==> src/rtl/ber_monitor.sv <==
// ber_monitor: finds the tx-to-rx latency by delay search, then counts per-frame and cumulative bit errors
module ber_monitor #(
    parameter int MAX_DELAY   = 128,
    parameter int WINDOW      = 32,
    parameter int LOCK_THRESH = 2,
    parameter int FRAME_LEN   = 256,
    parameter int LOSS_THRESH = 32,
    parameter int CNT_W       = 16
) (
    input  logic                         clk,
    input  logic                         reset,
    input  logic                         en,
    input  logic                         tx_bit,
    input  logic                         rx_bit,
    output logic                         locked,
    output logic [$clog2(MAX_DELAY)-1:0] delay,
    output logic                         frame_done,
    output logic [CNT_W-1:0]             frame_errors,
    output logic [31:0]                  total_bits,
    output logic [31:0]                  total_errors
);
    localparam int WW = $clog2(WINDOW + 1);
    typedef enum logic {SEARCH, LOCKED} state_t;
    state_t               state;
    logic [MAX_DELAY-2:0] hist;
    logic [MAX_DELAY-1:0] taps;
    logic [WW-1:0]        win_cnt, win_err, win_sum;
    logic [CNT_W-1:0]     frame_cnt, frame_err, frame_sum;
    logic                 mis;
    // taps[d] is the tx bit presented d enables ago; taps[0] is the live bit
    assign taps = {hist, tx_bit};
    always_comb begin
        mis       = rx_bit ^ taps[delay];
        win_sum   = win_err + WW'(mis);
        frame_sum = frame_err + CNT_W'(mis);
    end
    always_ff @(posedge clk or negedge reset) begin
        if (!reset) begin
            state        <= SEARCH;
            hist         <= '0;
            win_cnt      <= '0;
            win_err      <= '0;
            frame_cnt    <= '0;
            frame_err    <= '0;
            locked       <= 1'b0;
            delay        <= '0;
            frame_done   <= 1'b0;
            frame_errors <= '0;
            total_bits   <= '0;
            total_errors <= '0;
        end else begin
            frame_done <= 1'b0;
            if (en) begin
                hist <= taps[MAX_DELAY-2:0];
                if (state == SEARCH) begin
                    if (win_cnt == WW'(WINDOW - 1)) begin
                        win_cnt <= '0;
                        win_err <= '0;
                        if (win_sum <= WW'(LOCK_THRESH)) begin
                            state  <= LOCKED;
                            locked <= 1'b1;
                        end else begin
                            delay <= delay + 1'b1;
                        end
                    end else begin
                        win_cnt <= win_cnt + 1'b1;
                        win_err <= win_sum;
                    end
                end else begin
                    total_bits   <= total_bits + 32'(total_bits != '1);
                    total_errors <= total_errors + 32'(mis && total_errors != '1);
                    if (frame_cnt == CNT_W'(FRAME_LEN - 1)) begin
                        frame_cnt    <= '0;
                        frame_err    <= '0;
                        frame_errors <= frame_sum;
                        frame_done   <= 1'b1;
                        if (frame_sum > CNT_W'(LOSS_THRESH)) begin
                            state  <= SEARCH;
                            locked <= 1'b0;
                            delay  <= '0;
                        end
                    end else begin
                        frame_cnt <= frame_cnt + 1'b1;
                        frame_err <= frame_sum;
                    end
                end
            end
        end
    end
endmodule

==> config.mk <==
export PLATFORM = sky130hd
export DESIGN_NAME = ber_monitor
export DESIGN_NICKNAME = d
export VERILOG_FILES = /design/src/rtl/ber_monitor.sv
export SDC_FILE = /design/constraint.sdc
export NUM_CORES = 1
export LEC_CHECK = 0
export ABC_AREA = 1
export CAP_MARGIN = 20
export CORE_MARGIN = 2
export CORE_UTILIZATION = 53
export DETAILED_ROUTE_END_ITERATION = 7
export PLACE_DENSITY = 0.85
export SETUP_SLACK_MARGIN = 0.15
export SLEW_MARGIN = 20
export SYNTH_ARGS = -nofsm -noshare
export SYNTH_HDL_FRONTEND = slang
export SYNTH_SLANG_ARGS = --single-unit
==> constraint.sdc <==
create_clock -name clk -period 2.9 [get_ports clk]
set_clock_uncertainty 0.05 [all_clocks]
set_input_delay 0.29 -clock clk [delete_from_list [all_inputs] [get_ports clk]]
set_output_delay 0.29 -clock clk [all_outputs]
set_load 0.02 [all_outputs]
==> results.md, run 1 <==
- CTS tree: done
- Final Non-Filler Cells: 2098
- GP Congestion: 0.882
- Number of antenna violations at the first check in global routing: 0
- Post-Syn Area: 12800 µm²
- Worst-path clk slew: 0.06 ns
- # IOs: 94
- CP max FO: 11
- Synthesis-stage register bit count: 261
- Routed WL per cell: 15.9 µm
- Critical Path End Type: flop
- P per Cell Area: 730 nW/µm²
- Global route overflow: 0
- Peak VDD IR: 0.000600 V
- Clock sink total: 261
- Pre-CTS WS: -0.547 ns
- First-pass GRT wire length: 55100 µm
- Pwr Total: 12.0 mW
- Final setup fails: 58
- Vias/cell: 5.47
- Final Cycle Share: 121%
- Vias in the first global route: 11500
- Fmax: 0.285 GHz
- Final ANT Viol Nets: 0
- Placed insts: 2034
- DP Wirelength: 21100 µm
- Highest Signal Layer: met4
- Register area share after synthesis: 50.8%
- Met2 Wirelength: 16700 µm
- Startpoint Class: flop
- Post-synthesis cell type count: 36
- Mapped Cells: 1560
- Die footprint: 25500 µm²
- # DRC: 0
- Root buffer cell: clkbuf_16
- Layout Area Growth over Synthesis: 27.8%
- Initial Util: 54.4%
- Worst Path Arrival: 3.91 ns
- Worst rel slew slack: 38.5%
- Wire length on met3: 1870 µm
- Final setup margin: -0.603 ns
- Warnings, synthesis: 0
- Total CTS buffers: 27
- Max Cap Viol: 0
- Largest net degree at the start of global routing: 108
- Met1 WL: 13700 µm
- Port bufs: 93
- Pleak: 7.87 nW
- Syn Area/Cell: 8.23 µm²
- DIE HEIGHT: 160 µm
- DRT Wirelength: 33400 µm
- Core area: 23600 µm²
- GRT Util Overall: 25.6%
- Req. time, crit path: 3.31 ns
- Failing checks: negative setup slack
- Via count: 11500
- Clock buffer depth: 3
- Nets@finish: 1779
- Fraction of layout cells with a size suffix above 1: 16.9%
- Detailed Routing Iterations Pass 1: 6
- # rows: 56
- Hold Vio Cnt, Final: 0
- Post-synth net total: 1577
- Worst min-delay path class: input pin to flop
- Detailed Route Iter0 Violations: 977
- Pins Over Slew Limit: 0
- Antenna Cells: 0
- Die W: 160 µm
- Status: finished with violations
- Crit Path Class: flop to flop
- Unrepaired setup endpoints after global routing: true
- Final Util: 69.5%
- Minimum clock period: 3.50 ns
- Worst-skew pair later-pin latency: 0.53 ns
- H-tree levels: 1
- Worst-Margin Slew: 0.923 ns
critical path: stages (launching register included):
cell	delay, ns
dfrtp_2	0.52
inv_8	0.10
buf_12	0.16
nand2_1	0.10
nand3_2	0.09
a21oi_2	0.18
nor2_1	0.07
nand2_1	0.06
nand3_1	0.11
nand3_2	0.11
nand2_1	0.06
nand2_1	0.06
nand2_2	0.09
inv_2	0.10
ha_4	0.16
ha_4	0.14
nand3_4	0.12
nor2_4	0.18
nand3_1	0.09
nand2_1	0.08
nand2_1	0.07
nor2_1	0.11
nand2_1	0.10
nor2_4	0.12
nand3_4	0.13
nand3_4	0.13
nand2_1	0.07
nand2_1	0.06
flip-flops by register name (all words and copies together), names as in the netlist:
name,cells
hist,127
total_bits,32
total_errors,32
frame_cnt,16
frame_err,16
frame_errors,16
delay,7
win_cnt,6
win_err,6
frame_done,1
locked,1
state,1
cell usage after synthesis (all sizes together):
cell	number	area, µm²
nand2	433	1630
dfrtp	261	6530
inv	211	792
o21ai	166	831
nand3	121	646
nor2	71	347
xor2	60	526
clkbuf	37	139
nand4	35	225
nor3	35	226
xnor2	24	210
a21oi	23	115
buf	23	119
o22ai	15	93.8
nor4	13	128
ha	12	150
o211ai	11	82.6
clkinv	3	11.3
and3	2	12.5
nor3b	2	15.0
a31oi	1	6.26
nand3b	1	7.51
layout by cell type, fill, tap and decap left out, drive strengths merged, types with 24 or more instances in the layout:
master           n
nand2          433
dfrtp          261
inv            211
o21ai          166
buf            139
nand3          121
clkdlybuf4s50   91
nor2            71
xor2            60
clkbuf          42
nand4           35
nor3            35
xnor2           24
report_power, final:
part | leakage (nW) | switching, mW | internal [mW]
combinational | 4.03 | 2.25 | 1.63
clock | 0.443 | 1.40 | 2.10
sequential | 3.39 | 0.414 | 4.17
total | 7.87 | 4.07 | 7.91
repair_timing:
| item | 4_1_cts | 5_1_grt |
|---|---|---|
| endpoints found under the setup margin | 67 | 87 |
| cloned | 3 | 1 |
| buffers inserted | 5 | 8 |
| pin swaps | 9 | 14 |
| hold buffers | 1 | 0 |
| gates resized for setup | 24 | 46 |
| hold endpoints to repair | 261 | 0 |
final timing paths:
| kind | to | slack, ns | cells past startpoint | start |
|---|---|---|---|---|
| setup / recovery | delay[4] | -0.60 | 27 | delay[0] |
| hold / removal | hist[14] | 0.08 | 2 | en |
| setup reg to reg | delay[4] | -0.60 | 27 | delay[0] |
| hold reg to reg | hist[8] | 0.42 | 2 | hist[7] |
| max in group asynchronous | total_errors[5] | 1.98 | 3 | reset |
| min in group asynchronous | hist[34] | 0.32 | 3 | reset |
final cells by class:
class	count	area, µm²
clock inverter	5	75.1
tap	319	399
inverter	214	815
fill	1640	7190
sequential	261	6540
clock buffer	41	818
multi-input combinational	1025	5600
timing repair buffer	233	2170
kinds of logic after synthesis:
group,count (synthesis),share of synthesized area (%)
AO/OA/AOI/OAI,216,8.79
XOR/XNOR,84,5.73
adder cells (fa/ha/maj),12,1.17
buffers and inverters,274,8.26
flip-flops,261,50.8
AND/OR/NAND/NOR,713,25.2
per-layer routing:
layer / vias up / GRT usage, %
li1: 5405 / -
met1: 5568 / 33.4
met2: 407 / 44.0
met3: 91 / 3.32
met4: 0 / 9.38
met5: - / 0
through the flow:
stage | instance area, µm² | setup TNS (ns) | hold slack, ns
finish | 16400 | -17.98 | 0.0761
global route | 16400 | -29.95 | 0.0891
CTS | 16200 | -11.11 | 0.0658
detailed placement | 15000 | -12.56 | 0.292
global placement | 15000 | -11.47 | 0.289
floorplan | 13000 | -2.15 | -0.0556
Note: power is estimated with default switching activity, not from simulation.
==> run 2: changes to the inputs <==
- CORE_UTILIZATION: 53 -> 35
- DONT_BUFFER_PORTS: not set -> 1
- PLACE_DENSITY: 0.85 -> 0.6
==> run 2 against run 1 <==
  * The flow finishes with violations (negative hold slack, negative setup slack)
  * Fmax decreased by 0.89%
  * First-iteration DRC count decreased by 24%
  * Sequential power about the same
  * Routed wire length decreased by 2.2%
  * Via count decreased by 5.7%
  * Critical path depth increased by 4
  * Largest cell class unchanged
  * Highest routed layer unchanged
==> results.md, run 2 (synthesis results as in run 1) <==
- Status: finished with violations
- Failing checks: negative hold slack, negative setup slack
- Final ANT Viol Nets: 0
- Pleak: 8.29 nW
- Pins Over Slew Limit: 0
- Detailed Route Iter0 Violations: 740
- DIE HEIGHT: 196 µm
- CTS tree: done
- Register area: 6540 µm²
- Port bufs: 0
- Worst-path clk slew: 0.06 ns
- Hold Vio Cnt, Final: 261
- Fmax: 0.283 GHz
- Vias in the first global route: 10900
- Via count: 10800
- Total CTS buffers: 29
- Worst rel slew slack: 50.7%
- FILL cells: 3379
- Final Cycle Share: 122%
- Cell at the slowest stage of the critical path: dfrtp_2
- Met3 Usage GRT: 2.68%
- Commonest non-fill, non-tap cells in the layout: nand2_1 (393), dfrtp_1 (257), buf_4 (199)
- # DRC: 0
- Slowest Stage Delay on Critical Path: 0.46 ns
- DRT Wirelength: 32600 µm
- Hold buffer count at cts: 25
- Worst min-delay path class: input pin to async pin
- Die footprint: 38300 µm²
- Area of the multi-input gates: 5910 µm²
- Grt met1 use: 23.5%
- Final Non-Filler Cells: 2275
- Most numerous cell on the critical path: nand2_1
- P per Cell Area: 738 nW/µm²
- Global Route met2 Usage: 27.8%
- Clock buffer depth: 3
- Detailed Routing Iterations Pass 1: 5
- Peak VDD IR: 0.000527 V
- Worst Path Arrival: 3.96 ns
- Most flop-heavy register: hist
- Req. time, crit path: 3.33 ns
- Crit Path Class: flop to flop
- Vias/cell: 4.75
- Routed WL per cell: 14.3 µm
- Pre-CTS WS: -0.650 ns
- GRT Util Overall: 17.2%
- Core area: 36300 µm²
- DP Wirelength: 21000 µm
- GP Congestion: 0.878
- Clock sink total: 261
- Largest net degree at the start of global routing: 262
- Layout Area Growth over Synthesis: 33.0%
- Hold WS: -0.602 ns
- Nets@finish: 1802
- Fraction of layout cells with a size suffix above 1: 25.3%
- # IOs: 94
- Final setup fails: 65
- Largest registers: hist: 127 flops, total_bits: 32 flops, total_errors: 32 flops
- Number of antenna violations at the first check in global routing: 0
- First-pass GRT wire length: 54300 µm
- Pwr Total: 12.6 mW
- Most common cell after layout, fill and taps aside: nand2_1
- GR peak layer: met2
- Startpoint Class: flop
- Minimum clock period: 3.53 ns
- Worst-skew pair later-pin latency: 0.57 ns
- Placed insts: 2155
- # rows: 70
- Antenna Cells: 0
- H-tree levels: 1
- Critical Path End Type: flop
- Worst R2R Path Depth: 31
- FF-to-FF setup slack: -0.63 ns
- Initial Util: 35.3%
- Final setup margin: -0.635 ns
- CP max FO: 7
- Worst-Margin Slew: 0.738 ns
- Unrepaired setup endpoints after global routing: true
- Global route overflow: 0
- Max Cap Viol: 0
- Root buffer cell: clkbuf_16
- Max reg flops: 127
- Die W: 196 µm
## run 2: critical path: cells and delay by family, from the launching register on
family                     cells  cell delay (ns)
DFF                            1             0.46
adders and majority gates      2             0.28
buffers and inverters          6             0.63
AOI/OAI and AO/OA              1             0.06
and+or+nand+nor               22             1.92
## run 2: stage by stage
stage          instance area (µm²)  hold slack, ns  utilization [%]  setup TNS (ns)
3_3_place_gp                 14800         -0.0443             40.6          -13.65
2_1_floorplan                13000         -0.0556                -           -2.15
3_5_place_dp                 14800         -0.0453             40.6          -15.84
5_1_grt                      17100          -0.631             47.0          -34.89
4_1_cts                      16500          -0.643             45.3          -16.68
6_report                     17100          -0.602             47.0          -18.47
## run 2: metal layers
| layer | part of all wire (%) | wire (µm) |
|---|---|---|
| met1 | 46 | 15100 |
| met2 | 47 | 15500 |
| met3 | 4.1 | 1330 |
| met4 | 2.1 | 699 |
| met5 | 0 | 0 |
## run 2: final cells by class
type	count	area share, %
Sequential cell	261	38.3
Tap cell	468	3.43
Clock inverter	14	0.923
Clock buffer	39	4.82
Inverter	214	4.86
Multi-Input combinational cell	1025	34.6
Timing Repair Buffer	254	13.1
## run 2: path summary, 6_finish.rpt
path	from	to
max in group asynchronous	reset	hist[66]
setup / recovery	delay[0]	delay[3]
setup reg to reg	delay[0]	delay[3]
hold / removal	reset	hist[20]
min in group clk	en	win_err[0]
hold reg to reg	hist[80]	hist[81]
## run 2: timing repair
item | in CTS | in global routing
gates cloned | 3 | 1
endpoints found under the setup margin | 69 | 84
gates resized for setup | 54 | 112
pin swaps | 19 | 65
setup buffers | 23 | 15
endpoints found under the hold margin | 361 | 261
## run 2: power breakdown
group          total [mW]  internal, mW  switching (mW)
clock                3.78          2.25            1.52
combinational        4.26          1.93            2.33
sequential           4.56          4.17           0.393
total                12.6          8.35            4.25
